### config.mk
export PLATFORM = sky130hd
export DESIGN_NAME = switch_debounce
export DESIGN_NICKNAME = d
export VERILOG_FILES = /design/src/rtl/switch_debounce.sv
export SDC_FILE = /design/constraint.sdc
export NUM_CORES = 1
export LEC_CHECK = 0
export ABC_AREA = 0
export CORE_ASPECT_RATIO = 1.5
export CORE_MARGIN = 2
export CORE_UTILIZATION = 33
export DETAILED_ROUTE_END_ITERATION = 12
export DONT_BUFFER_PORTS = 1
export PLACE_DENSITY = 0.43
export SKIP_CTS_REPAIR_TIMING = 1
export SLEW_MARGIN = 20
export SYNTH_ARGS = -nofsm -noshare
export SYNTH_HDL_FRONTEND = slang
export SYNTH_SLANG_ARGS = --single-unit
### constraint.sdc
create_clock -name clk -period 2.3 [get_ports clk]
set_input_delay 0.46 -clock clk [delete_from_list [all_inputs] [get_ports clk]]
set_output_delay 0.46 -clock clk [all_outputs]
set_load 0.02 [all_outputs]
### src/rtl/switch_debounce.sv
// rtl/switch_debounce.sv - eight-channel DIP-switch debouncer with change pulse and popcount
//
// Purpose:
//   Each raw switch level is brought into the clk domain through a two-flop
//   synchronizer. A per-bit counter then measures how long the synchronized
//   level has disagreed with the debounced output; after DB_CYCLES consecutive
//   disagreeing samples the output bit takes the new level.
//
// Ports:
//   clk         in   1  system clock, rising edge
//   rst         in   1  synchronous active-high reset
//   switch_in   in   8  raw asynchronous switch levels
//   switch_out  out  8  debounced switch levels
//   sw_cnt      out  4  registered number of ones in switch_out
//   sw_chg      out  1  one-cycle pulse the cycle after switch_out updates
//
// Configuration:
//   SW_POPCOUNT_EN  defined   -> sw_cnt carries popcount(switch_out)
//                   undefined -> popcount logic removed, sw_cnt tied to 0

module switch_debounce #(
  parameter int DB_CYCLES = 2_000_000
) (
  input  logic       clk,
  input  logic       rst,
  input  logic [7:0] switch_in,
  output logic [7:0] switch_out,
  output logic [3:0] sw_cnt,
  output logic       sw_chg
);

  localparam int            CW    = $clog2(DB_CYCLES) + 1;
  localparam logic [CW-1:0] LIMIT = CW'(DB_CYCLES - 1);

  logic [7:0]    r_s1;
  logic [7:0]    r_s2;
  logic [7:0]    r_out;
  logic [7:0]    r_out_d;
  logic          r_chg;
  logic [CW-1:0] r_cnt [8];

  logic [7:0]    w_diff;
  logic [7:0]    w_load;

  always_comb begin
    w_diff = r_s2 ^ r_out;
    w_load = '0;
    for (int i = 0; i < 8; i++) begin
      w_load[i] = w_diff[i] && (r_cnt[i] == LIMIT);
    end
  end

  always_ff @(posedge clk) begin
    if (rst) begin
      r_s1 <= '0;
      r_s2 <= '0;
    end else begin
      r_s1 <= switch_in;
      r_s2 <= r_s1;
    end
  end

  // Counter clears when the level agrees with the output or when it is
  // consumed by a load, so it never passes LIMIT.
  always_ff @(posedge clk) begin
    for (int i = 0; i < 8; i++) begin
      if (rst || !w_diff[i] || w_load[i]) begin
        r_cnt[i] <= '0;
      end else begin
        r_cnt[i] <= r_cnt[i] + 1'b1;
      end
    end
  end

  // A load only happens when s2 differs from the output, so loading s2 is
  // the same as flipping that bit.
  always_ff @(posedge clk) begin
    if (rst) begin
      r_out   <= '0;
      r_out_d <= '0;
      r_chg   <= 1'b0;
    end else begin
      r_out   <= r_out ^ w_load;
      r_out_d <= r_out;
      r_chg   <= |(r_out ^ r_out_d);
    end
  end

  assign switch_out = r_out;
  assign sw_chg     = r_chg;

`ifdef SW_POPCOUNT_EN
  logic [3:0] r_pop;
  logic [3:0] w_pop;

  always_comb begin
    w_pop = 4'd0;
    for (int i = 0; i < 8; i++) begin
      w_pop = w_pop + {3'd0, r_out[i]};
    end
  end

  always_ff @(posedge clk) begin
    if (rst) begin
      r_pop <= 4'd0;
    end else begin
      r_pop <= w_pop;
    end
  end

  assign sw_cnt = r_pop;
`else
  assign sw_cnt = 4'd0;
`endif

endmodule

Yosys cells after proc, flatten, opt, wreduce, memory -nomap -nowiden
Memory sizes are Yosys's and may differ from the RTL's.
Cells that the tools add are included.
{ "word_totals": {"reg_bits": 33, "latch_bits": 0, "ram_bits": 176, "romBits": 0, "in_bits": 10, "output_inout_bits": 13, "elab_cells": 98, "n_memories": 1} }
{ "mem_list": {"columns": ["memory", "depth", "width", "read_ports", "rd_clocked_by_memory_dff", "write_ports", "line_no", "text"], "rows": [
  ["r_cnt", 8, 22, 8, 0, 8, "40", "logic [CW-1:0] r_cnt [8];"]
]} }
{ "op_classes": {"add_sub_neg": 8, "n_mul": 0, "n_div": 0, "order_cmp": 0, "n_eq_ne": 8, "shifts": 0, "n_mux": 32, "bitwise_logic": 11, "n_reduce_logical": 33} }
{ "ops": {"columns": ["operator", "count"], "rows": [
  ["$add 22x1->22 const B", 8],
  ["$eq 22x21->1 const B", 8],
  ["$mux 22", 8],
  ["$mux 1", 24],
  ["$xor 8x8->8", 3],
  ["$logic_or 1x1->1", 16],
  ["$logic_and 1x1->1", 8],
  ["$logic_not 1->1", 8],
  ["$or 1x1->1", 8],
  ["$reduce_or 8->1", 1]
]} }

Depth between registers and ports, before layout
{ "depth": {"word_depth": 7, "depth_mapped": 6, "mapped_depth_nobuf": 5} }

Worst setup path after synthesis
OpenSTA, ideal clock, no wires.
{ "synth_path": {"path_kind": "register to register", "start": "memory r_cnt[0][66] (netlist name)", "end": "memory r_cnt[0][86] (netlist name)", "setup_ps": 70, "arrival_ps": 1991, "t_required_ps": 2230, "slack_ps": 239, "path_stages_with_launch": 7, "path_buffers": 1, "period_less_slack_ps": 2061, "cell_sequence": "dfxtp_1 ha_1 nand4_2 or4_1 buf_2 or4_1 a21oi_1"} }
{ "synth_rtl": {"columns": ["element", "line_no"], "rows": [
  ["start, declared", "40"]
]} }

==> reports/metrics.cfg <==
[clock_tree]
cts_tree = done
clkLatencyLatePin_ns = 0.52
root_buffer = clkbuf_16
clk_path_buf_depth = 3
clk_pin_slew_ns = 0.06
htreeDepth = 1
numCtsBuffers = 24
numClockSinks = 209

[finish]
diodes = 0
fin_nets = 1081
drive_gt1_frac = 0.07963
synthToLayoutAreaGrowth_pct = 14.09
instances_no_fill = 1422

[yosys]
synthArstFlopShare = 0
synthFlopType = dfxtp_1
synth-edff-count = 0
synth_top_area_share = 0.4593
synthCells = 1048
ys_types = 46
ys_seq_area_frac = 0.4593
synth_top_area_cell = dfxtp_1
synth_area_leaders = dfxtp_1, xnor2_1, nor2_1
synth.yosys.warnings = 0
syn_avg_cell_area_um2 = 8.692
synth-seq-cells = 209
netlist_area_mm2 = 0.009109

[pwr]
combPwrFrac = 0.010
switching_share = 0.2090
p_int_mw = 5.928
p_leak_nw = 3.078
seqPwrFrac = 0.487
ir_drop_mv = 0.4598
power_switching_mw = 1.566
p_clk_frac = 0.503
power.density_mw_per_mm2 = 721.1

[floorplanning]
die_height_um = 207.5
start_util = 0.3346
design.die.area_mm2 = 0.02897
die_x_um = 139.7
num_io_pins = 23
rows = 74
fp.coreArea_mm2 = 0.02722

[status]
status = finished clean

[grt]
grt_pass1_wl_um = 32550
grt-ovfl-total = 0
grt_antenna_before_repair = 0
grt_pass1_vias = 6777
grt_max_degree = 44
grt_usage = 0.1313

[detailed_routing]
dr.pass1.iters = 4
post_drt_wl_per_cell_um = 13.54
drtIter0Drc = 189
drtAntennaViolNets = 0
detail_route.wirelength_um = 19250
vias = 7135
drc_errors = 0
viasPerCell = 5.018

[sta]
rsz0062_at_grt = no
tns_ns = 0
hold_viol = 0
fmax_mhz = 473.1
worstMarginPinSlew_ns = 0.6379
fin_skew_ns = 0.008325
period_needed_ns = 2.114
drv_slew = 0
slew_headroom = 0.5733
period_share = 0.9190
setup_violations = 0

[place]
port_buffers = 0
hpwl_um = 13120
dp_cells = 1377
gp_congestion = 0.7079

[setup_path]
cp_max_fo = 8
start_kind = flip-flop
worstPathArrival_ns = 2.56
critPathKind = reg -> reg
worst_ep_required_time_ns = 2.75
end_kind = flip-flop

[run]
cap_violations = 0

[worst_hold_path]
min_path_type = in -> reg

-- cells in the mapped netlist, types with 4 or more instances --
cell / n
dfxtp_1: 209
nor2_1: 134
xnor2_1: 74
a21oi_1: 71
nand3_1: 56
nand2_1: 47
o21ai_0: 47
inv_1: 42
or3_1: 42
or4_1: 42
xor2_1: 37
nand4_1: 36
nor3_1: 33
clkbuf_1: 29
nor2b_1: 26
o31ai_1: 26
nor4_1: 14
and3_1: 9
and4_1: 8
ha_1: 8
nor4b_1: 6
buf_4: 5
buf_2: 4
nand2b_1: 4
nand4_2: 4
-- placed cells by master (no fill, tap or decap), drive strengths merged, types with 8 or more instances in the layout --
master	synthesis	routed
o21ai	48	48
or4	42	42
buf	9	23
and3	9	9
nand2	47	47
o31ai	26	26
inv	42	42
nand4	41	41
nor2b	26	26
nor2	134	134
xnor2	74	74
ha	8	8
clkbuf	30	36
nor3	33	33
xor2	37	37
or3	44	44
nand3	59	59
and4	9	9
a21oi	71	71
nor4	14	14
dfxtp	209	209
-- metrics by stage --
step	setup slack [ns]	instance area (um2)	total power, mW	hold slack [ns]	util
2_1_floorplan	0.2387	9120	3.787	0.4138	-
3_3_place_gp	0.1857	9574	3.798	0.4247	0.3517
3_5_place_dp	0.1529	9574	3.797	0.4204	0.3517
4_1_cts	0.1381	10370	7.654	-0.01739	0.3809
5_1_grt	0.02042	10390	7.810	0.002360	0.3818
6_report	0.1864	10390	7.494	0.03008	0.3818
-- cell families after synthesis --
logic type | share of synthesized area
AO/OA/AOI/OAI | 0.09519
XOR/XNOR | 0.1067
adder cells (fa/ha/maj) | 0.01099
buffers and inverters | 0.03613
flip-flops | 0.4593
multiplexers | 0.001236
other | 0.0004117
AND/OR/NAND/NOR | 0.2900
-- critical path, stage by stage (launching register included) --
cell     delay (ns)
dfxtp_1        0.38
ha_1           0.24
nand4_2        0.09
or4_1          0.65
or4b_1         0.53
a21oi_1        0.14
-- final timing paths --
path              slack [ns]  depth (start not counted)                       to                    start
hold reg to reg         0.43                          1       r_s2[1]$_SDFF_PP0_       r_s1[1]$_SDFF_PP0_
setup reg to reg        0.19                          5  r_cnt[0][40]$_SDFF_PP0_  r_cnt[0][22]$_SDFF_PP0_
setup / recovery        0.19                          5  r_cnt[0][40]$_SDFF_PP0_  r_cnt[0][22]$_SDFF_PP0_
hold / removal          0.03                          1                flip-flop                      rst
-- flip-flops by register name (all words and copies together), names as in the netlist, named ones only --
register and count:
r_cnt 176, r_out_d 8, r_s1 8, r_s2 8
sw_chg 1
-- layout make-up --
cell class	instances	area [um2]
Clock inverter	7	37.54
Clock buffer	36	757.0
Tap cell	342	427.9
Timing Repair Buffer	25	217.7
Multi-Input combinational cell	761	4611
Sequential cell	209	4184
Fill cell	2830	16830
Inverter	42	157.7
-- power groups by stage --
stage,clock network (mW),registers [mW],logic (mW)
2_1_floorplan,0,3.72,0.0619
3_3_place_gp,0,3.73,0.0701
3_5_place_dp,0,3.73,0.0687
4_1_cts,3.94,3.65,0.0687
5_1_grt,4.08,3.65,0.0852
6_report,3.77,3.65,0.0759
-- per-layer routing --
layer / share of wire / global-route usage
met5: 0 / 0
met4: 0.018 / 0.04448
met3: 0.037 / 0.02445
met2: 0.51 / 0.2426
met1: 0.44 / 0.1505
Power figures use the tool's default switching activity.
==> RTL edit, RTL diff (same settings) <==
The output `sw_chg` loses its register stage (`r_chg` becomes a continuous assignment).
--- a/src/rtl/switch_debounce.sv
+++ b/src/rtl/switch_debounce.sv
@@ -79,11 +79,11 @@
       r_out   <= '0;
       r_out_d <= '0;
-      r_chg   <= 1'b0;
     end else begin
       r_out   <= r_out ^ w_load;
       r_out_d <= r_out;
-      r_chg   <= |(r_out ^ r_out_d);
     end
   end
+
+  assign r_chg = |(r_out ^ r_out_d);
 
   assign switch_out = r_out;
Function: no difference found for any inputs over 10 cycles, from zero or initial values and one cycle with rst high; that may be too few to reach the edited logic, so the function may still have changed.
==> RTL edit against the unedited design <==
Worst hold slack lost 0.012 ns; combinational power is essentially flat; clock power grew 17%; synthesized cell count grew 0.76%; count of clock-buffer cells in the layout shrank 5; non-clock buffer count grew 4; clock skew grew 0.0020 ns; area after synthesis grew 0.25%; via count grew 1.8%; total power grew 8.3%; setup slack lost 0.027 ns; design area grew 1.7%; routed wire length grew 3.2%; sequential cell count shrank 1; highest routed layer unchanged.
==> RTL edit: results (changes against the unedited design) <==
| Metric | Value |
|---|---|
| GRT Total Usage | 0.1365 (+0.005251) |
| Post-DP HPWL | 13,400 um (+2.2%) |
| CP peak stage delay | 0.55 ns (-0.10 ns) |
| DR WL/cell | 13.82 um (+2.1%) |
| Synth warn | 0 (unchanged) |
| Top cells by area, synth | dfxtp_1, xnor2_1, nor2_1 |
| Worst Path Arrival | 1.68 ns (-0.88 ns) |
| Layout cell share with drive strength beyond 1 | 0.07945 (-0.0001776) |
| Wire length on met3 | 825 um (+17%) |
| Worst ir drop on vdd | 589.4 uV (+28%) |
| Gate power share | 0.009 |
| Met2 Routed Length | 10,120 um (+3.1%) |
| Top routing layer in use | met4 |
| Filler cells | 2,827 (-0.11%) |
| DRT met1 WL | 8488 um (+1.2%) |
| Unique masters post-synth | 42 (-8.7%) |
| Syn_area_per_cell | 8.647 um^2 (-0.51%) |
| Buffers added on ports | 0 (unchanged) |
| Vias | 7,262 (+1.8%) |
| XOR/XNOR Fraction of Synth Area | 0.1093 (+0.002614) |
| Met1 usage | 0.1557 (+0.005218) |
| Worst path slowest cell | dfxtp_1 |
| Post-synthesis adder-cell area fraction | 0.01096 (-0.00002710) |
| Static Leak | 0.003167 uW (+2.9%) |
| Met3 global-route usage | 0.02768 (+0.003230) |
| Cells after DPL | 1,390 (+0.94%) |
| GR Util met2 | 0.2510 (+0.008405) |
| Biggest register | r_cnt |
| Final setup skew | 0.01031 ns (+0.001984 ns) |
| Multi-input combinational cell area | 4683 um^2 (+1.6%) |
| Synth Area in Compound Gates | 0.09085 (-0.004346) |
| CTS buffer count | 24 (unchanged) |
| Top post-synthesis cells by count | dfxtp_1, nor2_1, xnor2_1 |
| Placer Congestion | 0.7563 (+6.8%) |
| Mux contribution to synthesized area | 0.001233 (-0.000003049) |
| Delay-heaviest family, CP | flip-flops |
| Routed wire length | 19,860 um (+3.2%) |
| Status | complete, no violations |
| Htree depth | 1 (unchanged) |
| Register area share after synthesis | 0.4560 (-0.003325) |
| Worst Max-Slew Pin Slew | 0.7585 ns (+0.1206 ns) |
| Worst-path maximum fanout | 5 (-3) |
| Layout Nets | 1,095 (+1.3%) |
| Number of DRC markers in iteration 0 | 206 (+9.0%) |
| Seq pwr share | 0.447 (-0.040) |
| Top FF cell, synth | dfxtp_1 |
| Setup WS pre-CTS | 0.1650 ns (+0.01216 ns) |
| Sw Ratio | 0.2034 (-0.005567) |
| Vias in the first global route | 7,145 (+5.4%) |
| Combinational power | 76.0 uW (about the same) |
| Area post-placement | 9614 um^2 (+0.42%) |
| Wire length of the first global-routing pass | 34,110 um (+4.8%) |
## RTL edit: cell types whose count changed in the layout (fill, tap and decap cells not counted), moves of 5 or more
cell       unedited run  this run
a21oi_1              71        65
and4_1                8        13
bufinv_16             0         6
inv_1                42        36
nand2_1              47        55
nand4_1              36        44
nor4_1               14        20
o21ai_0              44        39
xnor2_1              74        69
xor2_1               37        45
## RTL edit: worst paths after layout
path	depth (start not counted)	slack, ns	from	endpoint
setup / recovery	3	0.16	flop	sw_chg
hold / removal	1	0.02	rst	r_out_d[0]
setup reg to reg	5	0.18	r_cnt[0][0]	r_cnt[0][20]
hold reg to reg	1	0.44	r_s1[1]	r_s2[1]
## RTL edit: final cells by class
class | count | area share
Timing Repair Buffer | 29 | 0.02249
Clock inverter | 13 | 0.02130
Clock buffer | 31 | 0.06604
Inverter | 36 | 0.01278
Multi-Input combinational cell | 778 | 0.4430
Tap cell | 342 | 0.04047
Sequential cell | 208 | 0.3940
